`src/rtl/lsu_if.sv`:
```
// Memory-side bus between the LSU (master) and a word-wide memory (slave).
// Address, write data and byte enables are held stable while req is high.
interface lsu_if;
  logic        req;
  logic        we;
  logic [31:0] addr;
  logic [31:0] wdata;
  logic [3:0]  be;
  logic        ack;
  logic [31:0] rdata;

  modport master (
    output req, we, addr, wdata, be,
    input  ack, rdata
  );

  modport slave (
    input  req, we, addr, wdata, be,
    output ack, rdata
  );
endinterface

```
`src/rtl/lsu.sv`:
```
// Load/store unit: turns one core access into one word-aligned bus transaction
// with byte lanes, alignment checking, load extension and an ack timeout.
module lsu #(
  parameter int unsigned TIMEOUT = 255
) (
  input  logic        clk,
  input  logic        rst_n,
  input  logic        start_i,
  input  logic        memrw_i,
  input  logic [1:0]  memword_i,
  input  logic        memsign_i,
  input  logic [31:0] addr_i,
  input  logic [31:0] wdata_i,
  output logic [31:0] rdata_o,
  output logic        stall_o,
  output logic        done_o,
  output logic [1:0]  err_o,
  lsu_if.master       bus
);

  typedef enum logic [1:0] {IDLE, REQ, RESP} state_e;

  localparam logic [15:0] TO_LAST = 16'(TIMEOUT - 1);

  state_e      state_q, state_d;
  logic [15:0] cnt_q, cnt_d;
  logic        we_q, we_d;
  logic [1:0]  word_q, word_d;
  logic        sign_q, sign_d;
  logic [1:0]  off_q, off_d;
  logic [31:0] addr_q, addr_d;
  logic [31:0] wdata_q, wdata_d;
  logic [3:0]  be_q, be_d;
  logic [31:0] rdata_q, rdata_d;
  logic [1:0]  err_q, err_d;

  logic        legal;
  logic [3:0]  be_new;
  logic [31:0] wdata_new;
  logic [31:0] shifted;
  logic [31:0] load_val;

  // Size/alignment decode of the incoming request, with lane placement.
  always_comb begin
    legal     = 1'b0;
    be_new    = 4'b0000;
    wdata_new = wdata_i;
    case (memword_i)
      2'b00: begin
        legal     = 1'b1;
        be_new    = 4'b0001 << addr_i[1:0];
        wdata_new = {4{wdata_i[7:0]}};
      end
      2'b01: begin
        legal     = ~addr_i[0];
        be_new    = addr_i[1] ? 4'b1100 : 4'b0011;
        wdata_new = {2{wdata_i[15:0]}};
      end
      2'b10: begin
        legal     = (addr_i[1:0] == 2'b00);
        be_new    = 4'b1111;
        wdata_new = wdata_i;
      end
      default: begin
        legal = 1'b0;
      end
    endcase
  end

  // memsign=1 selects zero extension, 0 selects sign extension.
  always_comb begin
    shifted  = bus.rdata >> {off_q, 3'b000};
    load_val = shifted;
    case (word_q)
      2'b00:   load_val = sign_q ? {24'h0, shifted[7:0]}
                                 : {{24{shifted[7]}}, shifted[7:0]};
      2'b01:   load_val = sign_q ? {16'h0, shifted[15:0]}
                                 : {{16{shifted[15]}}, shifted[15:0]};
      default: load_val = shifted;
    endcase
  end

  always_comb begin
    state_d = state_q;
    cnt_d   = cnt_q;
    we_d    = we_q;
    word_d  = word_q;
    sign_d  = sign_q;
    off_d   = off_q;
    addr_d  = addr_q;
    wdata_d = wdata_q;
    be_d    = be_q;
    rdata_d = rdata_q;
    err_d   = err_q;
    case (state_q)
      IDLE: begin
        if (start_i) begin
          if (legal) begin
            we_d    = memrw_i;
            word_d  = memword_i;
            sign_d  = memsign_i;
            off_d   = addr_i[1:0];
            addr_d  = {addr_i[31:2], 2'b00};
            wdata_d = wdata_new;
            be_d    = be_new;
            cnt_d   = 16'd0;
            err_d   = 2'b00;
            state_d = REQ;
          end else begin
            err_d   = 2'b01;
            state_d = RESP;
          end
        end
      end
      REQ: begin
        // An ack in the final allowed cycle still wins over the timeout.
        if (bus.ack) begin
          err_d   = 2'b00;
          if (!we_q) rdata_d = load_val;
          state_d = RESP;
        end else if (cnt_q == TO_LAST) begin
          err_d   = 2'b10;
          state_d = RESP;
        end else begin
          cnt_d = cnt_q + 16'd1;
        end
      end
      RESP: begin
        err_d   = 2'b00;
        state_d = IDLE;
      end
      default: begin
        state_d = IDLE;
      end
    endcase
  end

  always_ff @(posedge clk or negedge rst_n) begin
    if (!rst_n) begin
      state_q <= IDLE;
      cnt_q   <= 16'd0;
      we_q    <= 1'b0;
      word_q  <= 2'b00;
      sign_q  <= 1'b0;
      off_q   <= 2'b00;
      addr_q  <= 32'h0;
      wdata_q <= 32'h0;
      be_q    <= 4'h0;
      rdata_q <= 32'h0;
      err_q   <= 2'b00;
    end else begin
      state_q <= state_d;
      cnt_q   <= cnt_d;
      we_q    <= we_d;
      word_q  <= word_d;
      sign_q  <= sign_d;
      off_q   <= off_d;
      addr_q  <= addr_d;
      wdata_q <= wdata_d;
      be_q    <= be_d;
      rdata_q <= rdata_d;
      err_q   <= err_d;
    end
  end

  assign bus.req   = (state_q == REQ);
  assign bus.we    = we_q;
  assign bus.addr  = addr_q;
  assign bus.wdata = wdata_q;
  assign bus.be    = be_q;

  assign rdata_o = rdata_q;
  assign done_o  = (state_q == RESP);
  assign err_o   = (state_q == RESP) ? err_q : 2'b00;
  assign stall_o = (state_q == REQ) || ((state_q == IDLE) && start_i && legal);

endmodule

```
`src/flat_wrapper.sv`:
```
// flat-port wrapper written by rule: the top's interface ports become plain ports
module lsu_flat 
#(
  parameter int unsigned TIMEOUT = 255
)
  (clk, rst_n, start_i, memrw_i, memword_i, memsign_i, addr_i, wdata_i, rdata_o, stall_o, done_o, err_o, bus_req, bus_we, bus_addr, bus_wdata, bus_be, bus_ack, bus_rdata);
  lsu_if bus_i ();
  input  logic clk;
  input  logic rst_n;
  input  logic start_i;
  input  logic memrw_i;
  input  logic [1:0] memword_i;
  input  logic memsign_i;
  input  logic [31:0] addr_i;
  input  logic [31:0] wdata_i;
  output logic [31:0] rdata_o;
  output logic stall_o;
  output logic done_o;
  output logic [1:0] err_o;
  output wire logic [$bits(bus_i.req)-1:0] bus_req;
  output wire logic [$bits(bus_i.we)-1:0] bus_we;
  output wire logic [$bits(bus_i.addr)-1:0] bus_addr;
  output wire logic [$bits(bus_i.wdata)-1:0] bus_wdata;
  output wire logic [$bits(bus_i.be)-1:0] bus_be;
  input wire logic [$bits(bus_i.ack)-1:0] bus_ack;
  input wire logic [$bits(bus_i.rdata)-1:0] bus_rdata;
  assign bus_req = bus_i.req;
  assign bus_we = bus_i.we;
  assign bus_addr = bus_i.addr;
  assign bus_wdata = bus_i.wdata;
  assign bus_be = bus_i.be;
  assign bus_i.ack = bus_ack;
  assign bus_i.rdata = bus_rdata;
  lsu #(.TIMEOUT(TIMEOUT)) u_core (.clk(clk), .rst_n(rst_n), .start_i(start_i), .memrw_i(memrw_i), .memword_i(memword_i), .memsign_i(memsign_i), .addr_i(addr_i), .wdata_i(wdata_i), .rdata_o(rdata_o), .stall_o(stall_o), .done_o(done_o), .err_o(err_o), .bus(bus_i));
endmodule
```
`config.mk`:
```
export PLATFORM = sky130hd
export DESIGN_NAME = lsu_flat
export DESIGN_NICKNAME = d
export VERILOG_FILES = /design/src/rtl/lsu_if.sv /design/src/rtl/lsu.sv /design/src/flat_wrapper.sv
export SDC_FILE = /design/constraint.sdc
export NUM_CORES = 1
export LEC_CHECK = 0
export CORE_ASPECT_RATIO = 1.5
export CORE_MARGIN = 2
export CORE_UTILIZATION = 45
export CTS_CLUSTER_SIZE = 10
export DETAILED_ROUTE_END_ITERATION = 7
export PLACE_DENSITY = 0.92
export SYNTH_ARGS = -nofsm -noshare
export SYNTH_HDL_FRONTEND = slang
export SYNTH_SLANG_ARGS = --single-unit
```
`constraint.sdc`:
```
create_clock -name clk -period 2.6 [get_ports clk]
set_input_delay 0.52 -clock clk [delete_from_list [all_inputs] [get_ports clk]]
set_output_delay 0.52 -clock clk [all_outputs]
set_load 0.01 [all_outputs]
```
== Yosys cells after proc, flatten, opt, wreduce, memory -nomap -nowiden ==
Cells that the tools add are included.
Widths: inputs -> output; s select.
Word-level totals
  latch bits: 0
  output and inout bits: 106
  bits in read-only memories: 0
  memories kept: 0
  register bits: 124
  memory bits (writable): 0
  input port bits: 104
Cells by class
  $add $sub $neg: 1
  equal/unequal tests: 11
  shift operators: 2
  reductions and logical operators: 14
  multiplexer cells: 22
  $lt $le $gt $ge: 0
  div/mod/pow operators: 0
  bitwise gates (word level): 2
  multiply operators: 0
Operators with widths (number)
  $pmux 32 s2: 2
  $mux 16: 4
  $mux 32: 2
  $pmux 16 s2: 1
  $shr 32x5->32: 1
  $add 16x1->16 const B: 1
  $eq 16x8->1 const B: 1
  $mux 2: 7
  $pmux 4 s3: 1
  $reduce_and 3->1: 3
  $logic_not 2->1: 4
  $eq 2x1->1 const B: 3
  $ne 2x2->1 const B: 3
  $pmux 2 s3: 1
  $reduce_and 5->1: 1
  $eq 2x2->1 const B: 2
  $mux 4: 1
  $pmux 2 s2: 1
  $shl 1x2->4 const A: 1
  $ne 3x1->1 const B: 1
  $pmux 1 s3: 1
  $reduce_bool 3->1: 1
  $logic_and 1x1->1: 2
  $ne 2x1->1 const B: 1
  5 further kinds: 6

== Longest topological paths before layout ==
Gate-level depths: netlist of the first run.
  word-level depth: 5
  mapped depth: 9

== Worst setup path after synthesis of the first run ==
OpenSTA, ideal clock, no wires.
  path kind: input -> output
  start point: input memword_i[1]
  end point: output stall_o
  arrival time: 1.852 ns
  path buffers: 3
  slack: 0.228 ns
  stages on the path: 6
  cell sequence: clkbuf_1 -> a21oi_1 -> o211ai_1 -> clkbuf_1 -> buf_1 -> nand2_1
On the way
  cells in the longest elaborated chain, start to end: 4
  elaborated cells between the ends (all ways): 6
Ends and longest elaborated chain
  from (decl): line flat_wrapper.sv:12  | input logic [1:0] memword_i;
  $eq 2x2->1 (tied with other cells): line lsu.sv:48  | case (memword_i)
  $pmux 1 s3 *: line lsu.sv:48
  $logic_and 1x1->1 *: line lsu.sv:175  | assign stall_o = (state_q == REQ) || ((state_q == IDLE) && start_i && legal);
  $logic_or 1x1->1 *: line lsu.sv:175
  to (decl): line flat_wrapper.sv:17  | output logic stall_o;
Mark *: on every way between the ends. The rest lies on a longest branch, timed or not.

== Worst setup path in the final report of the first run ==
  start point: input addr_i[0]
  end point: output stall_o
On the way
  cells in the longest elaborated chain, start to end: 4
  elaborated cells between the ends (all ways): 5
Ends and longest elaborated chain
  from (decl): line flat_wrapper.sv:14  | input logic [31:0] addr_i;
  $logic_not 2->1 / $not 1->1 (equally long branches): line lsu.sv:60, lsu.sv:55
  $pmux 1 s3 *: line lsu.sv:48
  $logic_and 1x1->1 *: line lsu.sv:175
  $logic_or 1x1->1 *: line lsu.sv:175
Marks and branches as above.

==> results of run 1 <==
[cell families after synthesis]
logic type	count (synthesis)	synth area share [%]
other cells	1	0.0630
mux	95	17.1
fa+ha+maj	6	1.26
buf+inv	49	3.45
compound gates	121	12.7
flops	124	52.1
simple gates	167	13.1
xor+xnor	1	0.147
[worst max-delay path by stage]
stage                     endpoint  cells past startpoint
final                      stall_o                      5
after CTS                  bus_req                      3
after detailed placement   stall_o                      5
after global placement     stall_o                      5
after floorplan            stall_o                      6
after global routing       stall_o                      5
[power by group]
part           switching [mW]  internal [mW]
clock                   0.926           1.43
combinational            1.88           2.40
sequential              0.527           2.78
total                    3.33           6.60
[state kept, by name (all words and copies together), names as in the netlist]
name	flops
u_core.bus.we	1
u_core.word_q	2
u_core.off_q	2
u_core.cnt_q	16
u_core.rdata_o	32
u_core.bus.be	4
u_core.bus.addr	30
u_core.bus.wdata	32
u_core.err_q	2
u_core.sign_q	1
u_core.state_q	2
[cell type report]
type,instances,share of cell area [%]
clock buffers,17,4.80
clock inverters,15,1.82
inverters,13,0.551
multi-input cells,392,30.0
flip-flops and latches,124,35.0
well taps,159,2.24
repair buffers,230,25.6
[cell usage in the layout (no fill, tap or decap), types with 4 or more instances in the layout]
cell	netlist	routed
nand2_1	78	78
o211ai_1	8	8
nor2_1	37	36
nand3_1	9	9
buf_4	2	21
mux2_2	51	51
and2_1	11	11
or3_1	8	8
dfrtp_1	124	124
inv_6	0	4
clkdlybuf4s50_1	0	205
mux2i_1	44	44
clkbuf_16	0	17
ha_1	6	6
o21ai_0	51	51
inv_1	12	12
a21oi_1	30	29
o22a_1	16	16
[metal layers]
| metal | global-route usage, % | share of wire (%) |
|---|---|---|
| met1 | 27.1 | 37 |
| met2 | 43.3 | 53 |
| met3 | 5.57 | 4.8 |
| met4 | 14.4 | 5.3 |
| met5 | 0 | 0 |
[worst min-delay path: cells and delay by family (launching register included)]
kind | cells | cell delay (ps)
DFF | 1 | 330
and+or+nand+nor | 2 | 110
[repair_timing]
action | in CTS | in global routing
gates resized for setup | 3 | 0
hold buffers | 1 | 0
setup endpoints to repair | 1 | 0
hold endpoints to repair | 14 | 0
[metrics by stage]
stage                     util, %  hold WS, ps
final                        68.4          474
after global routing         68.4          511
after CTS                    68.4          476
after detailed placement     63.8          392
after global placement       63.8          393
after floorplan                 -          224
==> impl_summary.txt, run 1 <==
----------------------------------------------------
[Run status]
  Outcome ... finished clean

[Synth]
  Library cell with the highest instance count after synthesis ... dfrtp_1
  Largest area contributor in the synthesized netlist ... dfrtp_1
  Synthesized area ... around 6000 µm²
  Synth top area cells ... dfrtp_1 (52%), mux2_2 (9.7%), mux2i_1 (7.4%), nand2_1 (4.9%), o21ai_0 (4.3%)
  Synthesized flop and latch total ... between 100 and 150
  Synthesized instance count ... approximately 560
  Yosys warning count ... 0
  Ys flop type ... dfrtp_1
  Share of synthesized registers carrying an async set or reset ... between 90% and 100%
  Synth unique cells ... 48
  Proportion of netlist area held by the largest area contributor ... about 52%
  Number of synthesized flops with an enable pin ... 0
  Most common library cells after synthesis ... dfrtp_1 (124), nand2_1 (78), mux2_2 (51), o21ai_0 (51), mux2i_1 (44)
  Synthesized area per cell ... approximately 11 µm²
  Sequential cell area fraction in the yosys report ... between 50 and 60%

[Layout]
  Area of all sequential standard cells ... about 3100 µm²
  Final non-filler cell area ... about 8900 µm²
  Multi-input logic area ... roughly 2700 µm²
  Synthesis-to-finish area growth ... 48.9%
  # fillers ... 907
  Diode insertion count for antenna repair ... 0
  Fraction of final layout cells with drive strength greater than 1 ... roughly 15%
  Count of non-filler cells in the finished layout ... 950
  Net count of the finished layout ... roughly 890

[STA]
  Unrepaired setup endpoints after global routing ... false
  Worst slew pin tran ... between 600 and 700 ps
  Worst relative slew slack ... about three fifths
  Post-layout min period ... approximately 2500 ps
  Post-route fraction of the period consumed by the critical path ... roughly 94%
  Final-report hold violation count ... 0
  TNS Setup ... 0 ps
  Final-report max-slew violation count ... 0
  Setup ws final ... ~140 ps
  Maximum clock frequency ... approximately 0.41 GHz
  Endpoints failing setup ... 0
  Layout Skew ... about 10 ps

[Setup path]
  Endpoint of the worst register-to-register path ... u_core.cnt_q[11]$_DFFE_PN0P_
  Nature of the critical path endpoint ... output port
  Worst R2R Start ... u_core.state_q[1]$_DFFE_PN0P_
  Ordered list of cells on the worst path ... clkdlybuf4s50_1 -> a21oi_2 -> o211ai_1 -> nand2_1 -> dlygate4sd2_1
  Highest cell delay on the worst timing path ... roughly 620 ps
  Slowest stage cell, crit path ... clkdlybuf4s50_1
  Maximum fanout along the worst path ... 5
  Setup crit start ... addr_i[0]
  Setup crit start kind ... primary input
  Cell class contributing the biggest share of worst-path delay ... buffers and inverters
  Classification of the worst setup path ... in -> out
  R2R Setup Slk ... ~480 ps
  Required time worst endpoint ... ~2100 ps
  Data arrival, critical path ... between 1500 and 2000 ps
  Worst r2r path cells ... 7
  Number of buffer and inverter instances along the worst setup path ... 2

[Clocking]
  Num Clock Sinks ... 124
  Clock root buffer ... clkbuf_16
  TritonCTS clock tree ... done
  Number of buffers inserted during clock tree synthesis ... 17
  Deepest clock path buffer count ... 2
  Source-to-sink clock delay at the later pin of the worst-skew pair ... 410 ps
  Setup bufs post-CTS ... 0
  Post-CTS clock slew at the launch and capture registers of the worst setup and hold paths ... approximately 60 ps
  H-tree levels ... 4

[Placed design]
  Weighted congestion reported at the end of routability-driven placement ... 0.928
  Half-perimeter wire length of the detailed placement result ... 12100 µm
  Cell total after placement ... approximately 900
  Instance area at placement ... slightly above 8000 µm²
  Worst slack after detailed placement ... -88.2 ps
  Number of buffers added on ports ... a little over 200

[Floorplanning]
  Ports placed on the boundary ... 210
  Initial standard-cell utilization of the core ... 45.9%
  Area of the placeable core ... roughly 13000 µm²
  Die boundary height ... between 100 and 150 µm
  Count of standard-cell rows ... 51
  Area of the die ... between 10000 and 15000 µm²
  Die extent in x ... 97.9 µm

[Worst hold path]
  Hold path cells ... 2
  Hold Startpoint ... u_core.rdata_o[3]$_DFFE_PN0P_
  Hold-critical path endpoint ... u_core.rdata_o[3]$_DFFE_PN0P_
  Type of the worst min-delay path ... reg -> reg

[Power and ir drop]
  PnR Total Power ... about 9.9 mW
  Total power per unit cell area ... 1120 nW/µm²
  Leakage component of the power ... between 3 and 4 nW
  Peak supply drop ... around 680 µV

[Route]
  First-pass DRT Iterations ... 4
  Via density per instance ... 5.44
  Vias ... 5172
  DRC violations left ... 0
  Average wire per standard cell ... 17.8 µm
  Wire length reported by the detailed router ... between 15000 and 20000 µm
  Detailed Route Iter0 Violations ... between 200 and 250
  Number of nets with antenna violations after routing ... 0

[Global routing]
  Tot GR Track Use ... 24.5%
  Global-route wire length before repair ... 27300 µm
  GRT overflow ... 0
  Via count of the first global-routing pass ... 5409
  Largest net degree at the start of global routing ... approximately 110
  Number of antenna violations at the first check in global routing ... 0

[Run]
  Max-cap violations ... 0

----------------------------------------------------
Note: power is estimated with default switching activity, not from simulation.
==> inputs of run 2 (changes only) <==
- CORE_ASPECT_RATIO: 1.5 -> 1.25
==> run 2 against run 1 <==
Effect of this change:
- via count decreased by 1.9%
- highest routed layer unchanged
- core utilization down 0.41 points
- sequential power about the same
- global-route usage shrank 0.64 points
- critical endpoint unchanged
- largest power group unchanged
- non-clock buffer count shrank 3
- combinational power hardly changed
- cell count rose by 0.53%
==> impl_summary.txt, run 2 (synthesis results as in run 1) <==
----------------------------------------------------
[Floorplanning]
  Die boundary height ... between 100 and 150 µm
  Initial standard-cell utilization of the core ... approximately 46%
  Area of the die ... about 14000 µm²
  Die extent in x ... approximately 110 µm
  Count of standard-cell rows ... between 40 and 50
  Area of the placeable core ... approximately 13000 µm²
  Ports placed on the boundary ... between 200 and 250

[Placed design]
  Half-perimeter wire length of the detailed placement result ... 12300 µm
  Number of buffers added on ports ... slightly above 200
  Cell total after placement ... 926
  Weighted congestion reported at the end of routability-driven placement ... 0.891

[Run]
  Max-cap violations ... 0

[Global routing]
  GRT overflow ... 0
  Via count of the first global-routing pass ... 5238
  Global-route wire length before repair ... 26600 µm
  Tot GR Track Use ... 23.9%
  Largest net degree at the start of global routing ... a little under 90
  Number of antenna violations at the first check in global routing ... 0

[Power and ir drop]
  Total power per unit cell area ... 1120 nW/µm²
  Clock network power share ... 23.3%
  Peak supply drop ... 739 µV
  Net Switching ... roughly 3.2 mW
  Fraction of power spent switching nets ... 32.4%
  Pint ... 6.71 mW
  Combinational fraction of design power ... between 40% and 50%
  Leakage component of the power ... between 3 and 4 nW
  Share of power burned in registers ... between 30 and 40%

[Setup path]
  Classification of the worst setup path ... in -> out
  Required time worst endpoint ... 2080 ps
  Maximum fanout along the worst path ... 3
  Cell repeated most along the worst path ... clkdlybuf4s50_1
  Worst R2R Start ... u_core.cnt_q[0]$_DFFE_PN0P_
  R2R Setup Slk ... about 460 ps
  Slowest stage cell, crit path ... clkdlybuf4s50_1
  Highest cell delay on the worst timing path ... around 560 ps
  Setup crit start kind ... primary input
  Worst r2r path cells ... 8
  Data arrival, critical path ... about 2100 ps
  Ordered list of cells on the worst path ... clkdlybuf4s50_1 -> nor3_2 -> o211ai_1 -> nand2_1 -> clkdlybuf4s50_1
  Endpoint of the worst register-to-register path ... u_core.cnt_q[2]$_DFFE_PN0P_
  Nature of the critical path endpoint ... output port

[Layout]
  Most frequent cells in the layout ... clkdlybuf4s50_1 (204), dfrtp_1 (124), nand2_1 (78), o21ai_0 (51), mux2_2 (51)
  Commonest non-fill, non-tap cell in the layout ... clkdlybuf4s50_1
  # fillers ... 986
  Diode insertion count for antenna repair ... 0
  Count of non-filler cells in the finished layout ... around 960
  Synthesis-to-finish area growth ... 49.2%
  Net count of the finished layout ... approximately 900
  Fraction of final layout cells with drive strength greater than 1 ... around 14%

[STA]
  Worst relative slew slack ... ~39%
  Worst slew pin tran ... around 910 ps
  Final-report hold violation count ... 0
  Maximum clock frequency ... 0.389 GHz
  Endpoints failing setup ... 0
  TNS Setup ... 0 ps
  Post-route fraction of the period consumed by the critical path ... slightly below 100%
  Post-layout min period ... between 2000 and 3000 ps
  Final-report max-slew violation count ... 0
  Unrepaired setup endpoints after global routing ... false
  Layout Skew ... about 8.1 ps

[Clocking]
  Source-to-sink clock delay at the later pin of the worst-skew pair ... ~400 ps
  Clock root buffer ... clkbuf_16
  TritonCTS clock tree ... done
  Number of buffers inserted during clock tree synthesis ... 17
  Number of buffers inserted by hold repair at cts ... 0
  H-tree levels ... 4
  Num Clock Sinks ... 124
  Post-CTS clock slew at the launch and capture registers of the worst setup and hold paths ... 50 ps
  Deepest clock path buffer count ... 2

[Route]
  Number of nets with antenna violations after routing ... 0
  Average wire per standard cell ... roughly 17 µm
  First-pass DRT Iterations ... 4
  Vias ... about 5100
  DRC violations left ... 0
  Via density per instance ... about 5.3
  Wire length reported by the detailed router ... roughly 17000 µm
  Detailed Route Iter0 Violations ... about 320

[Run status]
  Outcome ... finished clean

[Worst hold path]
  Type of the worst min-delay path ... in -> async

----------------------------------------------------
-- run 2: changes by cell type in the layout (fill, tap and decap cells not counted), moves of 2 or more --
cell / previous run / this run
buf_4: 21 / 18
clkbuf_8: 0 / 4
clkinv_2: 3 / 1
ha_1: 6 / 4
ha_4: 0 / 2
inv_6: 4 / 0
-- run 2: metrics by stage --
stage	util, %	cell area, µm²	worst slack [ps]	power [mW]	hold WS [ps]
after global placement	63.3	8260	-21.2	7.46	461
final	68.0	8880	30.2	9.92	80.8
after CTS	67.8	8850	11.5	9.96	90.9
after floorplan	-	5950	228	5.24	224
after detailed placement	63.3	8260	-68.5	7.61	470
after global routing	68.0	8880	5.17	10.5	109
-- run 2: per-layer routing --
layer,track usage [%],routed length (µm)
met1,26.3,6130
met2,42.9,8730
met3,6.35,1180
met4,10.3,480
met5,0,0
-- run 2: layout make-up --
type	instances	area, µm²	share of cell area (%)
Clock inverter	6	88.8	1.00
Timing Repair Buffer	227	2260	25.4
Tap cell	171	214	2.41
Inverter	13	48.8	0.550
Sequential cell	124	3100	34.9
Multi-Input combinational cell	392	2680	30.2
Clock buffer	22	484	5.45
-- run 2: critical path: cells and delay by family --
family | cells | cell delay (ps)
AO/OA/AOI/OAI | 1 | 160
buffers and inverters | 2 | 1060
AND/OR/NAND/NOR | 2 | 300
-- run 2: power groups by stage --
stage | registers [mW] | clock network [mW] | logic [mW]
2_1_floorplan | 3.60 | 0 | 1.64
3_3_place_gp | 3.29 | 0 | 4.17
3_5_place_dp | 3.34 | 0 | 4.27
4_1_cts | 3.32 | 2.34 | 4.30
5_1_grt | 3.43 | 2.42 | 4.61
6_report | 3.32 | 2.31 | 4.29
-- run 2: worst max-delay path by stage --
stage | start | endpoint | slack [ps] | cells after the start
floorplan | memword_i[1] | stall_o | 230 | 6
global placement | addr_i[0] | u_core.bus.addr[3]$_DFFE_PN0P_ | -20 | 6
detailed placement | memword_i[0] | stall_o | -70 | 5
CTS | memword_i[0] | stall_o | 10 | 5
global route | addr_i[1] | stall_o | 5 | 5
finish | addr_i[1] | stall_o | 30 | 5
-- run 2: what timing repair did --
item | CTS | global route
endpoints found under the setup margin | 1 | 1
gates resized for setup | 4 | 4
cloned | 0 | 0
buffers inserted | 1 | 0
pin swaps | 1 | 0
==> inputs of run 3 (changes only) <==
- CORE_MARGIN: 2 -> 3
==> run 3 against run 2 <==
Effect of this change:
- first-iteration DRC count up 9.3%
- sequential power about the same
- power up 0.43%
- via count up 2.6%
- largest power group unchanged
==> impl_summary.txt, run 3 (synthesis results as in run 1) <==
----------------------------------------------------
[STA]
  Endpoints failing setup ... 0
  Worst slew pin tran ... 872 ps
  Fin Hold WS ... approximately 94 ps
  TNS Setup ... 0 ps
  Maximum clock frequency ... approximately 0.39 GHz
  Post-layout min period ... about 2500 ps
  Layout Skew ... between 15 and 20 ps
  Post-route fraction of the period consumed by the critical path ... about 97%
  Setup ws final ... ~65 ps
  Worst relative slew slack ... a little over two fifths
  Final-report max-slew violation count ... 0
  Final-report hold violation count ... 0

[Power and ir drop]
  Leakage component of the power ... 3.84 nW
  Total power per unit cell area ... roughly 1100 nW/µm²
  Peak supply drop ... ~720 µV
  PnR Total Power ... around 10 mW

[Worst hold path]
  Type of the worst min-delay path ... in -> async

[Floorplanning]
  Ports placed on the boundary ... between 200 and 250
  Die extent in x ... roughly 110 µm
  Area of the die ... approximately 15000 µm²
  Count of standard-cell rows ... 46
  Die boundary height ... 135 µm
  Initial standard-cell utilization of the core ... a little under half
  Area of the placeable core ... ~13000 µm²

[Layout]
  Diode insertion count for antenna repair ... 0
  Net count of the finished layout ... around 900
  Share of the core filled with cells ... 69.3%
  # fillers ... 941
  Most frequent cells in the layout ... clkdlybuf4s50_1 (203), dfrtp_1 (124), nand2_1 (78), o21ai_0 (51), mux2_2 (51)
  Fraction of final layout cells with drive strength greater than 1 ... between 15 and 20%
  Count of non-filler cells in the finished layout ... about 960
  Synthesis-to-finish area growth ... 49.5%
  Final non-filler cell area ... ~8900 µm²
  Commonest non-fill, non-tap cell in the layout ... clkdlybuf4s50_1

[Setup path]
  Maximum fanout along the worst path ... 4
  Classification of the worst setup path ... reg -> out
  Data arrival, critical path ... between 2000 and 2500 ps
  Required time worst endpoint ... ~2100 ps
  Nature of the critical path endpoint ... output port
  Setup crit start kind ... flip-flop

[Route]
  DRC violations left ... 0
  Wire length reported by the detailed router ... between 15000 and 20000 µm
  Vias ... 5208
  Average wire per standard cell ... ~18 µm
  Via density per instance ... 5.43
  Number of nets with antenna violations after routing ... 0
  First-pass DRT Iterations ... 4
  Detailed Route Iter0 Violations ... 352

[Placed design]
  Number of buffers added on ports ... between 200 and 250
  Weighted congestion reported at the end of routability-driven placement ... ~0.9
  Cell total after placement ... approximately 900
  Instance area at placement ... 8280 µm²
  Half-perimeter wire length of the detailed placement result ... roughly 13000 µm
  Worst slack after detailed placement ... -83.6 ps

[Run status]
  Outcome ... finished clean

[Global routing]
  Global-route wire length before repair ... roughly 27000 µm
  GRT overflow ... 0
  Number of antenna violations at the first check in global routing ... 0
  Via count of the first global-routing pass ... approximately 5500
  Tot GR Track Use ... between 20% and 30%
  Largest net degree at the start of global routing ... 70

[Run]
  Max-cap violations ... 0

[Clocking]
  Source-to-sink clock delay at the later pin of the worst-skew pair ... 420 ps
  Deepest clock path buffer count ... 2
  Number of buffers inserted by hold repair at cts ... 0
  Number of buffers inserted during clock tree synthesis ... 17
  Num Clock Sinks ... 124
  Clock root buffer ... clkbuf_16
  H-tree levels ... 4
  TritonCTS clock tree ... done
  Setup bufs post-CTS ... 0
  Post-CTS clock slew at the launch and capture registers of the worst setup and hold paths ... approximately 60 ps

----------------------------------------------------
## run 3: changes by cell type in the layout (fill, tap and decap cells not counted), sizes merged, moves of 2 or more
cell          delta
clkbuf           -4
clkinv           +4
buf              +3
clkinvlp         +3
dlymetal6s2s     +2
## run 3: per-layer routing
layer	vias to the layer above	track usage [%]	part of all wire [%]	routed length (µm)
met5	-	0	0	0
met4	0	9.05	3.1	531
met3	40	6.89	7.7	1340
met2	233	42.5	52	8950
met1	2528	26.8	37	6460
li1	2407	-	-	-
## run 3: cell type report
| type | count | area (µm²) | share of cell area [%] |
|---|---|---|---|
| inverter | 13 | 48.8 | 0.549 |
| timing repair buffer | 230 | 2270 | 25.6 |
| multi-input combinational | 392 | 2680 | 30.2 |
| clock inverter | 14 | 148 | 1.66 |
| sequential | 124 | 3100 | 34.9 |
| tap | 168 | 210 | 2.36 |
| clock buffer | 18 | 429 | 4.82 |
## run 3: timing repair
action | in CTS | in global routing
setup endpoints to repair | 1 | 1
pin swaps | 0 | 1
resized for setup | 2 | 7
## run 3: power by group
part	internal (mW)	switching (mW)	leakage, nW	total [mW]
sequential	2.78	0.530	1.53	3.31
combinational	2.44	1.90	2.04	4.33
clock	1.41	0.904	0.268	2.31
total	6.63	3.33	3.84	9.96
## run 3: final timing paths
path                                               startpoint                        endpoint  slack (ps)  cells after the start
worst max-delay path            u_core.state_q[0]$_DFFE_PN0P_                         stall_o          70                      5
worst min-delay path                                    rst_n  u_core.rdata_o[10]$_DFFE_PN0P_          90                      1
worst max register to register    u_core.cnt_q[0]$_DFFE_PN0P_     u_core.err_q[0]$_DFFE_PN0P_         470                      7
worst min register to register  u_core.rdata_o[5]$_DFFE_PN0P_   u_core.rdata_o[5]$_DFFE_PN0P_         480                      2
max in group asynchronous                               rst_n     u_core.cnt_q[2]$_DFFE_PN0P_        1820                      2
min in group clk                u_core.rdata_o[5]$_DFFE_PN0P_   u_core.rdata_o[5]$_DFFE_PN0P_         480                      2
## run 3: critical path, cell delays in order, from the launching register on
cell and delay (ps):
dfrtp_1 430, inv_1 190, ha_4 200, o211ai_1 130, nand2_1 100, clkdlybuf4s50_1 550
